$ cat src/rtl/lane_evt_pkg.sv
// Shared types and defaults for the lane event collector.
// Optional timestamp field is present only when LANE_EVT_TIMESTAMP_EN is defined.
package lane_evt_pkg;

   localparam int DEF_NUM_LANES = 10;
   localparam int DEF_CNT_W     = 8;

   // Record fields are sized for the largest legal configuration; the top slices them down.
   localparam int REC_LANE_W    = 5;
   localparam int REC_CNT_W     = 32;
`ifdef LANE_EVT_TIMESTAMP_EN
   localparam int DEF_TS_W      = 16;
   localparam int REC_TS_W      = 32;
`endif

   typedef enum logic {
      ST_IDLE,
      ST_HOLD
   } state_t;

   typedef struct packed {
      logic [REC_LANE_W-1:0] lane;
      logic [REC_CNT_W-1:0]  count;
`ifdef LANE_EVT_TIMESTAMP_EN
      logic [REC_TS_W-1:0]   ts;
`endif
   } lane_rec_t;

   function automatic int wrap_add(input int a, input int b, input int n);
      return (a + b >= n) ? (a + b - n) : (a + b);
   endfunction

endpackage

$ cat src/rtl/lane_rr_arbiter.sv
// Round-robin lane arbiter: picks the first requesting lane at or after the pointer.
// The one-hot grant is asserted only while the advance strobe is high.
module lane_rr_arbiter
   import lane_evt_pkg::*;
#(
   parameter int NUM_LANES = DEF_NUM_LANES,
   localparam int LANE_W   = $clog2(NUM_LANES)
) (
   input  logic [NUM_LANES-1:0] i_req,
   input  logic [LANE_W-1:0]    i_ptr,
   input  logic                 i_adv,
   output logic [NUM_LANES-1:0] o_gnt,
   output logic [LANE_W-1:0]    o_gnt_idx,
   output logic                 o_any
);

   always_comb begin
      logic [LANE_W-1:0] v_idx;
      v_idx     = '0;
      o_gnt_idx = '0;
      o_gnt     = '0;
      o_any     = |i_req;
      // Scan from farthest to nearest so the closest requester after the pointer wins.
      for (int k = NUM_LANES - 1; k >= 0; k--) begin
         v_idx = LANE_W'(wrap_add(int'(i_ptr), k, NUM_LANES));
         if (i_req[v_idx]) begin
            o_gnt_idx = v_idx;
         end
      end
      if (i_adv && o_any) begin
         o_gnt[o_gnt_idx] = 1'b1;
      end
   end

endmodule

$ cat src/rtl/lane_event_collector.sv
// Counts per-lane event pulses and serialises them as (lane, count) records on a valid/ready stream.
// Define LANE_EVT_TIMESTAMP_EN to add TS_W and out_ts_o (free-running counter captured at each load).
module lane_event_collector
   import lane_evt_pkg::*;
#(
   parameter int NUM_LANES = DEF_NUM_LANES,
   parameter int CNT_W     = DEF_CNT_W,
`ifdef LANE_EVT_TIMESTAMP_EN
   parameter int TS_W      = DEF_TS_W,
`endif
   localparam int LANE_W   = $clog2(NUM_LANES)
) (
   input  logic                 clk,
   input  logic                 rst_n,
   input  logic [NUM_LANES-1:0] lane_evt_i,
   output logic                 out_valid_o,
   input  logic                 out_ready_i,
   output logic [LANE_W-1:0]    out_lane_o,
   output logic [CNT_W-1:0]     out_count_o,
`ifdef LANE_EVT_TIMESTAMP_EN
   output logic [TS_W-1:0]      out_ts_o,
`endif
   output logic [NUM_LANES-1:0] overflow_o
);

   localparam logic [CNT_W-1:0] CNT_MAX = '1;

   state_t                          r_state;
   state_t                          w_state_next;
   lane_rec_t                       r_rec;
   logic [LANE_W-1:0]               r_ptr;
   logic [NUM_LANES-1:0]            w_req;
   logic [NUM_LANES-1:0]            w_gnt;
   logic [LANE_W-1:0]               w_gnt_idx;
   logic                            w_any;
   logic                            w_load;
   logic [NUM_LANES-1:0][CNT_W-1:0] w_cnt;
   logic [NUM_LANES-1:0]            w_ovf;
   logic                            w_rec_unused;

   for (genvar gi = 0; gi < NUM_LANES; gi++) begin : g_lane
      logic [CNT_W-1:0] r_cnt;
      logic             r_ovf;

      always_ff @(posedge clk or negedge rst_n) begin
         if (!rst_n) begin
            r_cnt <= '0;
            r_ovf <= 1'b0;
         end else if (w_gnt[gi]) begin
            // Drained lane restarts from this cycle's event so none is lost.
            r_cnt <= lane_evt_i[gi] ? CNT_W'(1) : '0;
         end else if (lane_evt_i[gi]) begin
            if (r_cnt == CNT_MAX) begin
               r_ovf <= 1'b1;
            end else begin
               r_cnt <= r_cnt + 1'b1;
            end
         end
      end

      assign w_cnt[gi] = r_cnt;
      assign w_req[gi] = (r_cnt != '0);
      assign w_ovf[gi] = r_ovf;
   end

   lane_rr_arbiter #(
      .NUM_LANES (NUM_LANES)
   ) u_arb (
      .i_req     (w_req),
      .i_ptr     (r_ptr),
      .i_adv     (w_load),
      .o_gnt     (w_gnt),
      .o_gnt_idx (w_gnt_idx),
      .o_any     (w_any)
   );

   always_comb begin
      w_state_next = r_state;
      w_load       = 1'b0;
      case (r_state)
         ST_IDLE: begin
            if (w_any) begin
               w_load       = 1'b1;
               w_state_next = ST_HOLD;
            end
         end
         ST_HOLD: begin
            if (out_ready_i) begin
               if (w_any) begin
                  w_load = 1'b1;
               end else begin
                  w_state_next = ST_IDLE;
               end
            end
         end
         default: w_state_next = ST_IDLE;
      endcase
   end

`ifdef LANE_EVT_TIMESTAMP_EN
   logic [TS_W-1:0] r_ts;

   always_ff @(posedge clk or negedge rst_n) begin
      if (!rst_n) begin
         r_ts <= '0;
      end else begin
         r_ts <= r_ts + 1'b1;
      end
   end
`endif

   always_ff @(posedge clk or negedge rst_n) begin
      if (!rst_n) begin
         r_state <= ST_IDLE;
         r_ptr   <= '0;
         r_rec   <= '0;
      end else begin
         r_state <= w_state_next;
         if (w_load) begin
            r_rec.lane  <= REC_LANE_W'(w_gnt_idx);
            r_rec.count <= REC_CNT_W'(w_cnt[w_gnt_idx]);
`ifdef LANE_EVT_TIMESTAMP_EN
            r_rec.ts    <= REC_TS_W'(r_ts);
`endif
            r_ptr <= (w_gnt_idx == LANE_W'(NUM_LANES - 1)) ? '0 : w_gnt_idx + 1'b1;
         end
      end
   end

   assign out_valid_o  = (r_state == ST_HOLD);
   assign out_lane_o   = r_rec.lane[LANE_W-1:0];
   assign out_count_o  = r_rec.count[CNT_W-1:0];
`ifdef LANE_EVT_TIMESTAMP_EN
   assign out_ts_o     = r_rec.ts[TS_W-1:0];
`endif
   assign overflow_o   = w_ovf;
   assign w_rec_unused = ^r_rec;

endmodule
$ cat config.mk
export PLATFORM = sky130hd
export DESIGN_NAME = lane_event_collector
export DESIGN_NICKNAME = d
export VERILOG_FILES = /design/src/rtl/lane_evt_pkg.sv /design/src/rtl/lane_rr_arbiter.sv /design/src/rtl/lane_event_collector.sv
export SDC_FILE = /design/constraint.sdc
export NUM_CORES = 1
export LEC_CHECK = 0
export ABC_AREA = 1
export ABC_CLOCK_PERIOD_IN_PS = 5800
export BUFFER_PORTS_ARGS = -buffer_cell sky130_fd_sc_hd__buf_2
export CAP_MARGIN = 20
export CORE_MARGIN = 2
export CORE_UTILIZATION = 30
export DETAILED_ROUTE_END_ITERATION = 8
export PLACE_DENSITY_LB_ADDON = 0.3
export SLEW_MARGIN = 10
export SYNTH_ARGS = -nofsm -noshare
export SYNTH_HDL_FRONTEND = slang
export SYNTH_SLANG_ARGS = --single-unit
$ cat constraint.sdc
create_clock -name clk -period 5.8 [get_ports clk]
set_clock_uncertainty 0.2 [all_clocks]
set_input_delay 0.87 -clock clk [delete_from_list [all_inputs] [get_ports clk]]
set_output_delay 0.87 -clock clk [all_outputs]
set_load 0.1 [all_outputs]
-- Word-level counts from Yosys, hierarchy flattened
Index checks and enable logic that the tools add are counted.
- register bits: 107
- logic and storage cells: 242
- add/sub/neg operators: 30
- magnitude comparators: 22
- equality and inequality tests: 21
- muxes and demuxes: 91
- bitwise logic cells: 11
- reduce and logical (&&, ||, !) cells: 43
- operators by type and width (operator ; number):
    8-bit 2-to-1 mux ; 31
    4-bit 2-to-1 mux ; 21
    8-bit by 1-bit adder with 8-bit output (second input constant) ; 10
    8-bit equality test (second input constant) ; 10
    8-bit nonzero test ; 10
    4-bit by 5-bit less-than comparator with 1-bit output (second input constant) ; 11
    5-bit by 4-bit >= comparator with 1-bit output (second input constant) ; 9
    1-bit binary-select mux with 4-bit select ; 10
    4-bit subtractor (second input constant) ; 10
    8-bit binary-select mux with 4-bit select ; 1
    3-bit AND reduction ; 10
    1-bit 2-to-1 mux ; 24
    4-bit by 3-bit adder with 5-bit output (second input constant) ; 4
    2-bit by 1-bit inequality test with 1-bit output (second input constant) ; 10
    2-bit AND reduction ; 10
    2-bit nonzero test ; 10
    1-bit NOT ; 11
    4-bit by 2-bit adder with 5-bit output (second input constant) ; 2
    4-bit by 4-bit adder with 5-bit output (second input constant) ; 2
    10-bit 2-to-1 mux ; 1
    10-bit OR reduction ; 1
    4-bit by 1-bit adder with 5-bit output (second input constant) ; 1
    4-bit by 1-bit adder with 4-bit output (second input constant) ; 1
    1-bit demux with 4-bit select ; 1
    other kinds (5) ; 7

-- Longest topological paths before layout
- depth in word-level cells: 22
- mapped depth: 36
- mapped depth without buffers: 33

-- By module
A second synthesis with hierarchy kept.
- cell total of the unflattened synthesis: 1497
- area, all modules: 9611.7 um^2
- by module, submodules not included (module ; times used ; cells an instance ; area each (um^2) ; seq. area each (um^2)):
    lane_event_collector ; 1 ; 1041 ; 7146.9 ; 2677.6
    lane_rr_arbiter ; 1 ; 456 ; 2464.9 ; 0.0

-- Worst setup path before layout
No wires, ideal clock.
- path kind: register to register
- from: register r_ptr[1]
- to: register g_lane[7].r_cnt[0]
- setup time: 0.125 ns
- arrival: 3.758 ns
- required time: 5.475 ns
- slack: 1.717 ns
- stages on the path, launching flop included: 30
- buffers on the path: 3
- path through: dfrtp_1 > buf_2 > inv_1 > ha_1 > buf_2 > clkinv_1 > ha_1 > inv_1 > nand4_1 > nand3_2 > nand2_1 > nand2_1 > nand3_1 > nand2_1 > nand3_1 > o21ai_0 > nand3_1 > nand2_1 > nand2_1 > nand2_1 > nand2_1 > nand2_1 > nand2_1 > o21ai_2 > inv_1 > nor2_2 > nand2_1 > buf_6 > nand3_1 > nand3_1
- longest elaborated chain between the ends: 22
- elaborated cells between the ends (all ways): 79
- those cells by class: add/sub (19); order compare (12); eq/ne (1); mux (44); reduce/logical (3)
- RTL lines (element ; line ; text):
    from (decl) ; lane_event_collector.sv:31 ; logic [LANE_W-1:0] r_ptr;
    from (signal assigned) ; lane_event_collector.sv:125 ; r_ptr <= (w_gnt_idx == LANE_W'(NUM_LANES - 1)) ? '0 : w_gnt_idx + 1'b1;
    4-bit by 4-bit adder with 5-bit output ; lane_evt_pkg.sv:30 ; return (a + b >= n) ? (a + b - n) : (a + b);
    4-bit subtractor / 5-bit by 4-bit >= comparator with 1-bit output (equally long branches) ; lane_evt_pkg.sv:30 ;
    4-bit 2-to-1 mux ; lane_evt_pkg.sv:30 ;
    1-bit binary-select mux with 4-bit select ; lane_rr_arbiter.sv:26 ; if (i_req[v_idx]) begin
    1-bit 2-to-1 mux (not written as such) ; lane_rr_arbiter.sv:26 ;
    4-bit 2-to-1 mux (9 in a row) ; lane_rr_arbiter.sv:26 ;
    4-bit 2-to-1 mux * ; lane_rr_arbiter.sv:26 ;
    4-bit by 5-bit less-than comparator with 1-bit output (not written as such) / 4-bit by 1-bit >= comparator with 1-bit output (equally long branches) ; lane_rr_arbiter.sv:31 ; o_gnt[o_gnt_idx] = 1'b1;
    1-bit logical AND (not written as such) ; lane_rr_arbiter.sv:31 ;
    1-bit 2-to-1 mux (not written as such) ; lane_rr_arbiter.sv:31 ;
    1-bit demux with 4-bit select * ; -- ;
    10-bit 2-to-1 mux * ; lane_rr_arbiter.sv:30 ; if (i_adv && o_any) begin
    2-bit by 1-bit inequality test with 1-bit output (no line) / 2-bit nonzero test (equally long branches) ; -- ;
    2-bit AND reduction (no line) ; -- ;
    to (signal assigned) ; lane_event_collector.sv:51 ; r_cnt <= lane_evt_i[gi] ? CNT_W'(1) : '0;
    to (signal assigned) ; lane_event_collector.sv:56 ; r_cnt <= r_cnt + 1'b1;
    to (decl) ; lane_event_collector.sv:42 ; logic [CNT_W-1:0] r_cnt;
Mark *: on every way between the ends. The rest lies on a longest branch, timed or not. The select of a mux whose other input is x is not followed.
A chain may end at the register's enable or synchronous reset.

-- Final worst setup path
- from: register r_ptr[0]
- to: register g_lane[7].r_cnt[3]
Same word-level chain as after synthesis.

==> flow_summary_export.csv <==
group,metric,value,unit
run_status,status,"complete, no violations",
final_layout,seq_area,2680,um2
grt,grt_pass1_vias,8395,
detailed_routing,drc,0,
synth,syn_nets,1479,
timing,period_share,88.7,%
timing,slew_headroom,40.9,%
timing,setup_tns,0,ps
grt,grtUsageMet2,28.7,%
timing,finalSetupViolCount,0,
detailed_routing,drt-pass1-iter-count,7,
place,port_buffers,35,
grt,grt_start_max_net_pins,66,
synth,ys_seq_area_share,29.0,%
final_layout,nets,1492,
grt,grtUsageMet3,1.44,%
detailed_routing,routed-via-count,8839,
synth,yosys_warnings,0,
final_layout,drive_above_1_share,8.61,%
clock_tree,insertion_delay,360,ps
clock_tree,clock_path_buffers,2,
critical_path,slowest_stage,"ha_1",
final_layout,area_growth,8.72,%
detailed_routing,wirelength,25500,um
synth,syn_inst,1423,
floorplan,die_area,32200,um2
critical_path,r2r_slack,660,ps
place,dp_hpwl,19700,um
final_layout,antenna_cells,0,
critical_path,path_max_fanout,46,
critical_path,slowest_delay,570,ps
detailed_routing,drtIter0Drc,626,
clock_tree,clk_pin_slew_worst_paths,80,ps
timing,timing.fmax,194,MHz
synth,synth-edff-count,0,
timing,rsz0062_at_grt,"no",
critical_path,path_depth,24,
synth,synth_area_per_cell,6.48,um2
critical_path,timing_worst_setup_path_type,"flip-flop to flip-flop",
place,gp_congestion,0.874,
clock_tree,cts_buffers,9,
floorplan,coreArea,30400,um2
synth,yosysMostFrequentCell,"nand2_1",
floorplan,die_w,179,um
timing,finalHoldViolCount,0,
synth,synth_ff_type,"dfrtp_1",
final_layout,n_fill_cell,3382,
final_layout,stdcell_count,1837,
critical_path,startpoint_type,"flip-flop",
clock_tree,ctsHoldBuffers,0,
grt,grtUsageTotal,16.5,%
timing,slew_violations,0,
synth,synth_cell_types,51,
clock_tree,cts_resized,0,
clock_tree,root_buffer,"clkbuf_16",
critical_path,worstPathCellList,"inv_4, ha_1, clkinv_1, ha_1, nand3_1, nand2_1, o21ai_0, o21ai_0, a21oi_1, a21oi_1, nand2_1, nand2_1, inv_1, o21ai_0, inv_1, nand2_4, nand2_4, inv_2, nand2_2, nor2_2, nand2_1, inv_1, or2_1, inv_1",
grt,antenna_found_initial,0,
critical_path,r2r_cells,24,
critical_path,arrival,5250,ps
grt,grt_pass1_wl,42700,um
floorplan,chipHeight,179,um
floorplan,std_cell_rows,64,
place,dp_cells,1821,
clock_tree,post_cts_buffers,0,
detailed_routing,wl_per_cell,13.9,um
grt,grt_use_met1,22.0,%
synth,syn_area,9220,um2
critical_path,worstPathRequired,5910,ps
clock_tree,cts_tree,"done",
floorplan,start_util,30.3,%
clock_tree,cts_sinks,107,
synth,ys_ff_latch,107,
critical_path,endpoint_kind,"flip-flop",
grt,overflow,0,
timing,worst_pin_slew,886,ps
critical_path,path_buf_inv,7,
final_layout,multi_input_area,5420,um2
detailed_routing,antenna_left,0,
synth,synth_top_area_share,29.0,%
critical_path,cp_top_family,"simple AND/OR/NAND/NOR gates",
synth,ys_top_cells_by_count,"430 x nand2_1, 219 x inv_1, 168 x nand3_1",
grt,grt-busiest-layer,"met2",
floorplan,pin_count,36,
clock_tree,ctsHtreeMaxLevel,3,
worst_hold_path,hold_path_depth,1,
run,maxCapViolCount,0,
detailed_routing,viasPerCell,4.81,
synth,synth.area.top_cells,"dfrtp_1 29%, nand2_1 18%, nand3_1 9.1%, inv_1 8.9%, ha_1 5.7%",
synth,synth_top_area_cell,"dfrtp_1",
final_layout,post-route-util,32.9,%
synth,async_reset_ff_share,100,%
worst_hold_path,hp-class,"flip-flop to flip-flop",
timing,fin_crit,5140,ps
[final timing paths]
check | from | to
worst max register to register | r_ptr[0]$_DFFE_PN0P_ | g_lane[7].r_cnt[3]$_DFFE_PN0P_
worst max-delay path | r_ptr[0]$_DFFE_PN0P_ | g_lane[7].r_cnt[3]$_DFFE_PN0P_
min in group asynchronous | rst_n | g_lane[1].r_cnt[5]$_DFFE_PN0P_
worst min register to register | g_lane[9].r_ovf$_DFFE_PN0P_ | g_lane[9].r_ovf$_DFFE_PN0P_
worst min-delay path | g_lane[9].r_ovf$_DFFE_PN0P_ | g_lane[9].r_ovf$_DFFE_PN0P_
max in group asynchronous | rst_n | out_valid_o$_DFF_PN0_
[layout make-up]
class,count,area share [%]
multi-input combinational,1045,54.0
clock inverter,6,0.886
timing repair buffer,44,2.45
inverter,229,8.62
clock buffer,10,2.38
sequential,107,26.7
tap,396,4.94
[kinds of logic after synthesis]
group | after synthesis | share of synthesized area, %
buffers and inverters | 271 | 12.2
DFF | 107 | 29.0
and+or+nand+nor | 827 | 39.6
xor gates and xnor gates | 51 | 4.93
adders and majority gates | 43 | 5.92
AOI/OAI and AO/OA | 124 | 8.26
[state kept, by name, indices dropped and copies added, names as in the netlist]
name and flops:
g_lane.r_cnt 80, g_lane.r_ovf 10, out_count_o 8, out_lane_o 4
out_valid_o 1, r_ptr 4
[cells in the final DEF, fill, tap and decap left out, drive strengths merged, types with 27 or more instances in the layout]
cell and count:
nand2 451, inv 227, nand3 174, nor2 120, dfrtp 107, o21ai 64, xor2 45, buf 44
ha 42, nor3 31, a21oi 27
[through the flow]
step	hold slack (ps)	area, um2	worst slack (ps)
finish	271	10000	655
global placement	248	9700	803
detailed placement	254	9700	750
floorplan	240	9220	1720
CTS	272	10000	740
global route	283	10000	125
[routing by layer]
metal | up-vias | wire [um]
met5 | - | 0
met4 | 0 | 451
met3 | 32 | 958
met2 | 197 | 12200
met1 | 4103 | 11900
li1 | 4507 | -
Power is not shown: default switching activity piles up to over one toggle a cycle in this logic, so the estimate is an artifact.
